[src/rtl/gpu_pkg.sv]
// Types and defaults shared by the thread-level blocks: scheduler state encodings,
// load/store unit state, and the default operand widths.
package gpu_pkg;

  localparam int DEFAULT_ADDR_BITS = 8;
  localparam int DEFAULT_DATA_BITS = 8;

  typedef enum logic [2:0] {
    CORE_IDLE    = 3'd0,
    CORE_FETCH   = 3'd1,
    CORE_DECODE  = 3'd2,
    CORE_REQUEST = 3'd3,
    CORE_WAIT    = 3'd4,
    CORE_EXECUTE = 3'd5,
    CORE_UPDATE  = 3'd6,
    CORE_DONE    = 3'd7
  } core_state_t;

  typedef enum logic [1:0] {
    LSU_IDLE       = 2'd0,
    LSU_REQUESTING = 2'd1,
    LSU_WAITING    = 2'd2,
    LSU_DONE       = 2'd3
  } lsu_state_t;

endpackage

[src/rtl/lsu_watchdog.sv]
// Cycle counter that flags expiry after TIMEOUT_CYCLES enabled counts since the last clear.
// With TIMEOUT_CYCLES = 0 it reduces to a constant-zero expired flag.
module lsu_watchdog #(
  parameter int TIMEOUT_CYCLES = 0
) (
  input  logic clk,
  input  logic reset,
  input  logic i_clear,
  input  logic i_count_en,
  output logic o_expired
);

  if (TIMEOUT_CYCLES == 0) begin : g_off
    logic w_unused;
    assign w_unused  = &{1'b0, clk, reset, i_clear, i_count_en};
    assign o_expired = 1'b0;
  end else begin : g_on
    localparam int CW = (TIMEOUT_CYCLES > 1) ? $clog2(TIMEOUT_CYCLES) : 1;

    logic [CW-1:0] r_count;

    // Expiry is seen during the final counted cycle, so the owner can act on that same edge.
    assign o_expired = i_count_en && (r_count == CW'(TIMEOUT_CYCLES - 1));

    // NOTE: clocked state uses non-blocking assignments so every register samples pre-edge values.
    always_ff @(posedge clk) begin
      if (reset || i_clear) begin
        r_count <= '0;
      end else if (i_count_en && !o_expired) begin
        r_count <= r_count + 1'b1;
      end
    end
  end

endmodule

[src/rtl/thread_lsu.sv]
// Per-thread load/store unit: runs one valid/ready memory transaction per LDR/STR
// and hands the loaded value back to the register file through lsu_out.
module thread_lsu
  import gpu_pkg::*;
#(
  parameter int ADDR_BITS      = DEFAULT_ADDR_BITS,
  parameter int DATA_BITS      = DEFAULT_DATA_BITS,
  parameter int TIMEOUT_CYCLES = 0
) (
  input  logic                 clk,
  input  logic                 reset,
  input  logic                 enable,
  input  logic [2:0]           core_state,
  input  logic                 decoded_mem_read_enable,
  input  logic                 decoded_mem_write_enable,
  input  logic [ADDR_BITS-1:0] rs,
  input  logic [DATA_BITS-1:0] rt,
  output logic                 mem_read_valid,
  output logic [ADDR_BITS-1:0] mem_read_address,
  input  logic                 mem_read_ready,
  input  logic [DATA_BITS-1:0] mem_read_data,
  output logic                 mem_write_valid,
  output logic [ADDR_BITS-1:0] mem_write_address,
  output logic [DATA_BITS-1:0] mem_write_data,
  input  logic                 mem_write_ready,
  output logic [1:0]           lsu_state,
  output logic [DATA_BITS-1:0] lsu_out,
  output logic                 lsu_error
);

  lsu_state_t             r_state;
  lsu_state_t             w_next;
  logic                   r_is_read;
  logic                   r_read_valid;
  logic                   r_write_valid;
  logic [ADDR_BITS-1:0]   r_read_address;
  logic [ADDR_BITS-1:0]   r_write_address;
  logic [DATA_BITS-1:0]   r_write_data;
  logic [DATA_BITS-1:0]   r_lsu_out;
  logic                   r_lsu_error;

  logic w_start;
  logic w_ready;
  logic w_expired;
  logic w_issue;
  logic w_complete;
  logic w_abort;

  assign w_start = (core_state == CORE_REQUEST) &&
                   (decoded_mem_read_enable || decoded_mem_write_enable);
  // Only the ready of the operation in flight matters.
  assign w_ready = r_is_read ? mem_read_ready : mem_write_ready;

  lsu_watchdog #(
    .TIMEOUT_CYCLES(TIMEOUT_CYCLES)
  ) u_watchdog (
    .clk       (clk),
    .reset     (reset),
    .i_clear   (enable && (r_state == LSU_REQUESTING)),
    .i_count_en(enable && (r_state == LSU_WAITING)),
    .o_expired (w_expired)
  );

  always_ff @(posedge clk) begin
    if (reset) begin
      r_state <= LSU_IDLE;
    end else if (enable) begin
      r_state <= w_next;
    end
  end

  always_comb begin
    // NOTE: default first so every path assigns w_next and no latch is inferred.
    w_next = r_state;
    case (r_state)
      LSU_IDLE:       if (w_start) w_next = LSU_REQUESTING;
      LSU_REQUESTING: w_next = LSU_WAITING;
      LSU_WAITING:    if (w_ready || w_expired) w_next = LSU_DONE;
      LSU_DONE:       if (core_state == CORE_UPDATE) w_next = LSU_IDLE;
      default:        w_next = LSU_IDLE;
    endcase
  end

  always_comb begin
    w_issue    = 1'b0;
    w_complete = 1'b0;
    w_abort    = 1'b0;
    if (enable) begin
      case (r_state)
        LSU_REQUESTING: w_issue = 1'b1;
        LSU_WAITING: begin
          // Ready on the expiry cycle takes priority over the timeout.
          if (w_ready)        w_complete = 1'b1;
          else if (w_expired) w_abort    = 1'b1;
        end
        default: ;
      endcase
    end
  end

  always_ff @(posedge clk) begin
    if (reset) begin
      r_is_read       <= 1'b0;
      r_read_valid    <= 1'b0;
      r_write_valid   <= 1'b0;
      r_read_address  <= '0;
      r_write_address <= '0;
      r_write_data    <= '0;
      r_lsu_out       <= '0;
      r_lsu_error     <= 1'b0;
    end else if (enable) begin
      // A simultaneous LDR/STR decode resolves to the read.
      if (r_state == LSU_IDLE && w_start) begin
        r_is_read <= decoded_mem_read_enable;
      end
      if (w_issue) begin
        if (r_is_read) begin
          r_read_valid   <= 1'b1;
          r_read_address <= rs;
        end else begin
          r_write_valid   <= 1'b1;
          r_write_address <= rs;
          r_write_data    <= rt;
        end
      end
      if (w_complete) begin
        if (r_is_read) r_lsu_out <= mem_read_data;
        r_read_valid  <= 1'b0;
        r_write_valid <= 1'b0;
      end
      if (w_abort) begin
        if (r_is_read) r_lsu_out <= '0;
        r_read_valid  <= 1'b0;
        r_write_valid <= 1'b0;
        r_lsu_error   <= 1'b1;
      end
    end
  end

  assign lsu_state         = r_state;
  assign mem_read_valid    = r_read_valid;
  assign mem_read_address  = r_read_address;
  assign mem_write_valid   = r_write_valid;
  assign mem_write_address = r_write_address;
  assign mem_write_data    = r_write_data;
  assign lsu_out           = r_lsu_out;
  assign lsu_error         = r_lsu_error;

endmodule

[config.mk]
export PLATFORM = sky130hd
export DESIGN_NAME = thread_lsu
export DESIGN_NICKNAME = d
export VERILOG_FILES = /design/src/rtl/gpu_pkg.sv /design/src/rtl/lsu_watchdog.sv /design/src/rtl/thread_lsu.sv
export SDC_FILE = /design/constraint.sdc
export NUM_CORES = 1
export LEC_CHECK = 0
export ABC_AREA = 0
export BUFFER_PORTS_ARGS = -buffer_cell sky130_fd_sc_hd__buf_2
export CAP_MARGIN = 10
export CORE_UTILIZATION = 45
export CTS_CLUSTER_DIAMETER = 60
export CTS_CLUSTER_SIZE = 14
export DETAILED_ROUTE_END_ITERATION = 10
export PLACE_DENSITY = 0.78
export RECOVER_POWER = 25
export SKIP_CTS_REPAIR_TIMING = 1
export SLEW_MARGIN = 20
export SYNTH_ARGS = -nofsm -noshare
export SYNTH_HDL_FRONTEND = slang
export SYNTH_SLANG_ARGS = --single-unit
[constraint.sdc]
create_clock -name clk -period 1.55 [get_ports clk]
set_input_delay 0 -clock clk [delete_from_list [all_inputs] [get_ports clk]]
set_output_delay 0 -clock clk [all_outputs]
set_load 0.05 [all_outputs]
==> impl.org, run 1 <==
** Status
- The flow ran to the end, and the final reports show no timing, DRC or antenna violations.

** Floorplanning
- From left edge to right edge, the die measures 59.6 um.
- Effective utilization at floorplan :: 48.1%
- The die covers 3550 um2.
- Chip height :: 59.6 um
- 71 I/O pins were placed.
- Core outline area :: 3100 um2
- Number of standard-cell rows in the floorplan :: 20

** Hold path
- The min-delay analysis places its worst path in the category in -> reg.
- Counting instances, the worst hold path has a depth of 5.
- In this run the most critical hold path is launched from core_state[0].
- The worst hold path terminates at r_is_read.

** Logic synthesis
- Most instantiated flip-flop cell in the synthesis netlist :: sky130_fd_sc_hd__dfxtp_1
- The commonest cells after synthesis are sky130_fd_sc_hd__nand2_1 (66), sky130_fd_sc_hd__dfxtp_1 (37), sky130_fd_sc_hd__a21oi_1 (32).
- Of all flip-flops after synthesis, the portion carrying an async set or reset was 0%.
- Simple logic cell fraction of the synthesized area :: 23.1%
- Net count of the mapped netlist :: 220
- In this run, synthesis produced a sequential element count of 37.
- The share of synthesized area in the top cell type comes to 49.7%.
- Summed over all instances, the cell type with the most area after synthesis is sky130_fd_sc_hd__dfxtp_1.
- The synthesized netlist occupies a cell area of 1490 um2.
- Multiplexer cells account for 1.59% of the synthesized area.
- Number of instances in the synthesized netlist :: 181
- Dominant cells by area after synthesis :: sky130_fd_sc_hd__dfxtp_1 (50%), sky130_fd_sc_hd__nand2_1 (17%), sky130_fd_sc_hd__a21oi_1 (11%)
- After Yosys synthesis, full adders, half adders and majority gates account for 4.19% of the synthesized area.
- Counting flops with a built-in enable in the synthesized netlist gives 0.
- For this run, the register share of the synthesized area comes to 49.7%.
- Most common cell in the synthesized netlist :: sky130_fd_sc_hd__nand2_1
- Syn avg cell area :: 8.24 um2
- Compound-cell area share of the yosys netlist :: 15.4%
- Synthesis instantiated 30 different standard cells from the library.
- Synth Warn # :: 0
- By area, the combinational part of the netlist is dominated by simple AND/OR/NAND/NOR gates.
- The synthesized netlist devotes 0% of its cell area to XOR and XNOR gates.

** Setup path
- STA puts the critical path data required time at 1.81 ns.
- Critical Path Slowest Stage Cell :: sky130_fd_sc_hd__dfxtp_4
- Kind of end point of the critical path :: flop
- Along the worst path, the maximum fanout reaches 4.
- Count of cells along the worst register-to-register path :: 6
- Flop-to-flop setup slack :: 0.17 ns
- Counting buffers and inverters, the worst setup path is 6 cells deep.
- Crit path max-delay family :: compound AO/OA/AOI/OAI gates
- The worst register-to-register path begins at lsu_state[1].
- The worst register-to-register path ends at lsu_state[0].
- Kind of critical path :: reg -> reg
- Buf/Inv on CP :: 2
- Worst path max stage delay :: 0.38 ns
- STA classifies the critical path startpoint as a flop.
- Data on the critical path arrives at its endpoint at 1.64 ns.
- Walking the worst path, the cells encountered are inv_1 > buf_4 > ha_1 > o21ai_0 > a31oi_1 > a211oi_2.

** Power
- Power comes to 1.79 mW.
- IR analysis of the VDD net gives a maximum drop of 542 uV.
- Clk network pwr share :: 31.7%
- In this run the power density over the cells is 824 nW/um2.
- Switch Pwr :: 457 uW
- Sw Ratio :: 25.5%
- Reg power frac :: 54.3%
- Logic gate share of total power :: 14.0%
- Internal cell power :: 1.34 mW
- Leakage component of the power :: 0.897 nW

** Layout
- Fraction of layout cells with a size suffix above 1 :: 26.6%
- # fillers :: 289
- Layout Area Growth over Synthesis :: 46.0%
- Number of antenna diodes :: 0
- At the end of the flow, the number of nets in the layout was 316.

** Timing
- Clock skew on the completed layout was measured at 0.00819 ns.
- Setup violators final :: 0
- In the finished design, the share of the clock period the worst path needs comes to 88.8%.
- Static timing analysis puts the maximum clock frequency at 0.726 GHz.
- Slew at the pin with the worst max-slew slack :: 0.602 ns
- Final sum of negative setup slack :: 0 ns
- The number of hold violations in the final report came to 0.
- The number of max-slew violations in the final report came to 0.
- Headroom to the max-slew limit :: 60.0%
- Setup repair after global routing left no endpoint under its margin.
- Post-layout minimum cycle time :: 1.38 ns

** Global routing
- Entering global routing, the biggest net connects 26 pins.
- Antenna violations before repair :: 0
- Via count of the first global-routing pass :: 1182
- The total overflow left after global routing is 0.
- Total routing usage reported by global routing :: 19.9%
- First-pass GRT wire length :: 5120 um

** Route
- Before antenna repair, the detailed router went through 4 iterations.
- Summed over all layers, the routed wires come to 3740 um.
- Total DRC errors in the routed layout :: 0
- Detailed routing inserted a total of 1516 vias.
- Number of vias per cell :: 4.71
- The first routing iteration left 57 violations.
- Per-cell routed wire length :: 11.6 um
- Once detail routing completed, the nets flagged for antenna violations numbered 0.

** Placement
- Buffers placed on the I/O ports in this run total 69.
- Routability-driven placement congestion ratio :: 0.779
- HPWL reported at the end of detailed placement :: 2370 um

** Clocking
- CTS built an H-tree with a depth of 2.
- TritonCTS built the clock tree.
- Counting every sink on the clock net gives 37.
- Buffer levels on the longest clock path :: 2
- Buffers inserted during clock tree synthesis total 5.
- Clk pin slew, worst setup/hold paths :: 0.11 ns
- CTS root buf :: sky130_fd_sc_hd__clkbuf_4
- Clock latency on the worst-skew pair, taken at its later pin, is 0.34 ns.

** Run
- Max-cap violations in this run came to 0.
## state kept, by name, indices dropped and copies added (netlist names)
| register | flops |
|---|---|
| lsu_out | 8 |
| lsu_state | 2 |
| mem_read_address | 8 |
| mem_read_valid | 1 |
| mem_write_address | 8 |
| mem_write_data | 8 |
| mem_write_valid | 1 |
| r_is_read | 1 |
## cell usage in the layout (no fill, tap or decap), drive strengths merged, types with 2 or more instances in the layout
| cell | count |
|---|---|
| nand2 | 66 |
| buf | 56 |
| dfxtp | 37 |
| a21oi | 32 |
| dlygate4sd3 | 27 |
| clkbuf | 25 |
| ha | 5 |
| nor2 | 4 |
| inv | 3 |
| nand4 | 2 |
| nand3b | 2 |
| a31oi | 2 |
| o21a | 2 |
| and3 | 2 |
| mux2i | 2 |
## worst min-delay path, delay by kind of cell
family / cells / cell delay (ns)
multiplexers: 1 / 0.11
buffers and inverters: 1 / 0.10
AND/OR/NAND/NOR: 3 / 0.22
## power groups by stage
stage | clock (mW) | combinational [mW] | sequential (mW)
after floorplan | 0 | 0.0808 | 1.04
after global placement | 0 | 0.197 | 0.995
after detailed placement | 0 | 0.199 | 0.995
after CTS | 0.589 | 0.200 | 0.974
after global routing | 0.634 | 0.271 | 0.976
final | 0.569 | 0.252 | 0.974
## worst max-delay path by stage
| stage | startpoint | endpoint | slack, ns |
|---|---|---|---|
| CTS | lsu_state[1] | lsu_state[0] | 0.16 |
| global route | lsu_state[1] | mem_write_address[2] | 0.07 |
| floorplan | lsu_state[0] | mem_write_address[7] | 0.04 |
| finish | lsu_state[1] | lsu_state[0] | 0.17 |
| global placement | lsu_state[1] | mem_write_data[6] | 0.21 |
| detailed placement | lsu_state[1] | lsu_state[1] | 0.19 |
## kinds of logic after synthesis
| group | count (synthesis) |
|---|---|
| simple gates | 81 |
| mux | 2 |
| other cells | 1 |
| compound gates | 40 |
| flops | 37 |
| fa+ha+maj | 5 |
| buf+inv | 15 |
## cell type report
| cell class | instances | area [um2] | share of cell area [%] |
|---|---|---|---|
| flip-flops and latches | 37 | 746 | 34.3 |
| multi-input cells | 129 | 664 | 30.5 |
| repair buffers | 101 | 631 | 29.0 |
| clock buffers | 7 | 65.1 | 2.99 |
| well taps | 44 | 55.1 | 2.53 |
| inverters | 3 | 11.3 | 0.517 |
| clock inverters | 1 | 5.00 | 0.230 |
## stage by stage
stage / util [%] / worst slack (ns) / cell area (um2) / cells / hold WS, ns
after floorplan: - / 0.0371 / 1500 / 181 / 0.136
after global placement: 59.9 / 0.214 / 1860 / 287 / 0.242
after detailed placement: 59.9 / 0.192 / 1860 / 287 / 0.246
after CTS: 62.2 / 0.164 / 1930 / 295 / -0.132
after global routing: 70.2 / 0.0721 / 2180 / 322 / 0.129
final: 70.2 / 0.173 / 2180 / 322 / 0.123
## per-layer routing
metal  global-route usage (%)  vias to the layer above  share of wire, %
li1                         -                      785                 -
met1                     23.9                      673                43
met2                     32.6                       52                49
met3                     6.55                        6               6.0
met4                     7.97                        0               1.2
met5                        0                        -                 0
No activity file was read; power rests on OpenSTA's default activity.
==> run 2, diff against run 1 <==
==> constraint.sdc (replaced) <==
create_clock -name clk -period 1.55 [get_ports clk]
set_input_delay 0 -clock clk [delete_from_list [all_inputs] [get_ports clk]]
set_output_delay 0 -clock clk [all_outputs]
set_load 0.1 [all_outputs]
==> run 2 against run 1 <==
Against the previous run: the run now ends with hold timing left; final area is 0.57% lower; clock skew is 0.0022 ns higher; worst setup slack got worse by 0.082 ns; combinational power is 23% higher; sequential power about the same; count of clock-buffer cells in the layout unchanged; sequential share of layout area up 0.31 points; maximum frequency decreased by 5.6%; critical path type unchanged.
==> impl.org, run 2 (synthesis gave the netlist of run 1 again) <==
** Setup path
- The required time reported for the critical path endpoint was 1.80 ns (was 1.81 ns).
- Kind of end point of the critical path :: flop (unchanged)
- The critical path start-end classification is reg -> reg (unchanged).
- Worst Path Arrival :: 1.71 ns (was 1.64 ns)
- Element type at the critical path start :: flop (unchanged)
- Critical-path cell list: mux2i_2 > a22oi_2 > and3_4 > o31ai_2 (was inv_1 > buf_4 > ha_1 > o21ai_0 > a31oi_1 > a211oi_2).
- Max FO, Critical Path :: 8 (was 4)
- The cell with the largest stage delay on the worst path was sky130_fd_sc_hd__dfxtp_1 (was sky130_fd_sc_hd__dfxtp_4).
- Worst path max stage delay :: 0.53 ns (was 0.38 ns)

** Clocking
- The largest buffer count on any clock path was 2 (unchanged).
- The register clock-pin slew on the reported worst setup and hold paths was 0.11 ns (about the same).
- The H-tree level count is 2 (unchanged).
- CTS root buf :: sky130_fd_sc_hd__clkbuf_4 (unchanged)
- Sink count of the clock tree :: 37 (unchanged)
- Latest clock arrival within the worst-skew pair :: 0.34 ns (about the same)
- The TritonCTS clock tree is done (unchanged).
- TritonCTS buffer count :: 5 (unchanged)

** Timing
- The worst hold-check slack came to -0.00100 ns (was 0.123 ns).
- Slew at the pin with the worst max-slew slack :: 0.551 ns (was 0.602 ns)
- Setup slack of the critical path after layout :: 0.0911 ns (was 0.173 ns)
- Maximum clock frequency :: 0.685 GHz (was 0.726 GHz)
- The number of max-slew violations in the final report came to 0 (unchanged).
- Post-layout minimum cycle time :: 1.46 ns (was 1.38 ns)
- RSZ-0062 raised after global routing: no (unchanged).
- The tightest slew margin relative to the limit is 63.4% (was 60.0%).
- Setup violators final :: 0 (unchanged)
- The final setup skew is 0.0104 ns (was 0.00819 ns).
- Count of endpoints failing hold in the final timing report :: 1 (was 0)
- Final sum of negative setup slack :: 0 ns (unchanged)
- The share of the cycle needed by the critical path after routing is 94.1% (was 88.8%).

** Power
- Leakage component of the power :: 0.934 nW (was 0.897 nW)
- Power after layout :: 1.80 mW (was 1.79 mW)
- Power density over the cells :: 831 nW/um2 (was 824 nW/um2)
- Peak VDD IR :: 564 uV (was 542 uV)

** Run
- Number of maximum-capacitance violations :: 0 (unchanged)

** Route
- Total DRC errors in the routed layout :: 0 (unchanged)
- Number of vias per cell :: 4.79 (was 4.71)
- The violation count after the first detailed-routing iteration is 65 (was 57).
- The count of vias placed by the detailed router is 1517 (was 1516).
- The length of the first detailed-routing pass in iterations was 4 (unchanged).
- The average wire length per cell after detail routing was 12.2 um (was 11.6 um).
- The total wirelength of the detailed-routed design is 3850 um (was 3740 um).
- Routed Antenna Nets :: 0 (unchanged)

** Floorplanning
- The floorplan die area came to 3550 um2 (unchanged).
- Chip height :: 59.6 um (unchanged)
- Horizontal extent of the die :: 59.6 um (unchanged)
- The floorplan row count is 20 (unchanged).
- The floorplan core area is 3100 um2 (unchanged).
- The effective utilization at floorplan was 48.1% (unchanged).
- The top-level I/O count was 71 (unchanged).

** Layout
- Summed area of non-filler cells in the final layout :: 2160 um2 (was 2180 um2)
- The number of antenna cells inserted came to 0 (unchanged).
- Final core utilization :: 69.8% (was 70.2%)
- The fraction of layout cells with a size suffix above 1 is 33.3% (was 26.6%).
- The number of non-filler instances in the completed layout was 317 (was 322).
- Most frequent cells in the layout :: sky130_fd_sc_hd__nand2_1 (66), sky130_fd_sc_hd__buf_2 (51), sky130_fd_sc_hd__dfxtp_1 (35), sky130_fd_sc_hd__a21oi_1 (32), sky130_fd_sc_hd__dlygate4sd3_1 (25) (was sky130_fd_sc_hd__nand2_1 (66), sky130_fd_sc_hd__buf_2 (51), sky130_fd_sc_hd__dfxtp_1 (35), sky130_fd_sc_hd__a21oi_1 (32), sky130_fd_sc_hd__dlygate4sd3_1 (27))
- The final net count came to 312 (was 316).
- Layout Area Growth over Synthesis :: 45.1% (was 46.0%)
- The most common cell after layout, fill and taps aside was sky130_fd_sc_hd__nand2_1 (unchanged).

** Hold path
- The type of the tightest min-delay check is in -> reg (unchanged).

** Placement
- The final estimated routing congestion in global placement is 0.811 (was 0.779).
- The post-placement cell area is 1850 um2 (was 1860 um2).
- The count of input and output buffers came to 69 (unchanged).
- Setup WS pre-CTS :: 0.0864 ns (was 0.192 ns)
- The placed wire-length estimate came to 2410 um (was 2370 um).
- Cell total after placement :: 284 (was 287)

** Global routing
- Antenna violations before repair :: 0 (unchanged)
- The via count of the first global-routing pass was 1252 (was 1182).
- The global routing usage summed across all routing layers was 20.1% (was 19.9%).
- The global-route wire length before repair is 5240 um (was 5120 um).
- Largest net degree at the start of global routing :: 25 (was 26)
- Grt total ovfl :: 0 (unchanged)

** Status
- Violations in the final reports :: hold timing
- Outcome :: finished, violations left (was completed)
-- run 2: worst paths after layout --
check / start / end / slack (ns) / cells after the start
setup / recovery: r_is_read / lsu_state[1] / 0.09 / 4
hold / removal: reset / r_is_read / -0.001 / 2
setup reg to reg: r_is_read / lsu_state[1] / 0.09 / 4
hold reg to reg: mem_write_address[0] / mem_write_address[0] / 0.46 / 2
-- run 2: where the power goes --
group / internal, mW / total, mW / switching, mW / leakage (nW)
Clock: 0.214 / 0.517 / 0.303 / 0.0314
Combinational: 0.109 / 0.309 / 0.200 / 0.603
Sequential: 0.963 / 0.974 / 0.0111 / 0.300
Total: 1.29 / 1.80 / 0.514 / 0.934
-- run 2: metal layers --
layer  share of wire (%)  global-route usage (%)  vias to the layer above
met5                   0                       0                        -
met4                 1.6                    5.98                        0
met3                 5.2                    6.33                        8
met2                  48                    32.3                       50
met1                  45                    25.9                      683
li1                    -                       -                      776
-- run 2: layout make-up --
| type | count | area, um2 |
|---|---|---|
| clock buffers | 7 | 55.1 |
| inverters | 3 | 11.3 |
| repair buffers | 97 | 618 |
| multi-input cells | 129 | 677 |
| flip-flops and latches | 37 | 748 |
| fillers | 274 | 938 |
| well taps | 44 | 55.1 |
-- run 2: worst max-delay path: cells and delay by family (launching register included) --
family	cells	cell delay (ns)
multiplexers	1	0.30
flip-flops	1	0.53
AO/OA/AOI/OAI	2	0.33
AND/OR/NAND/NOR	1	0.21
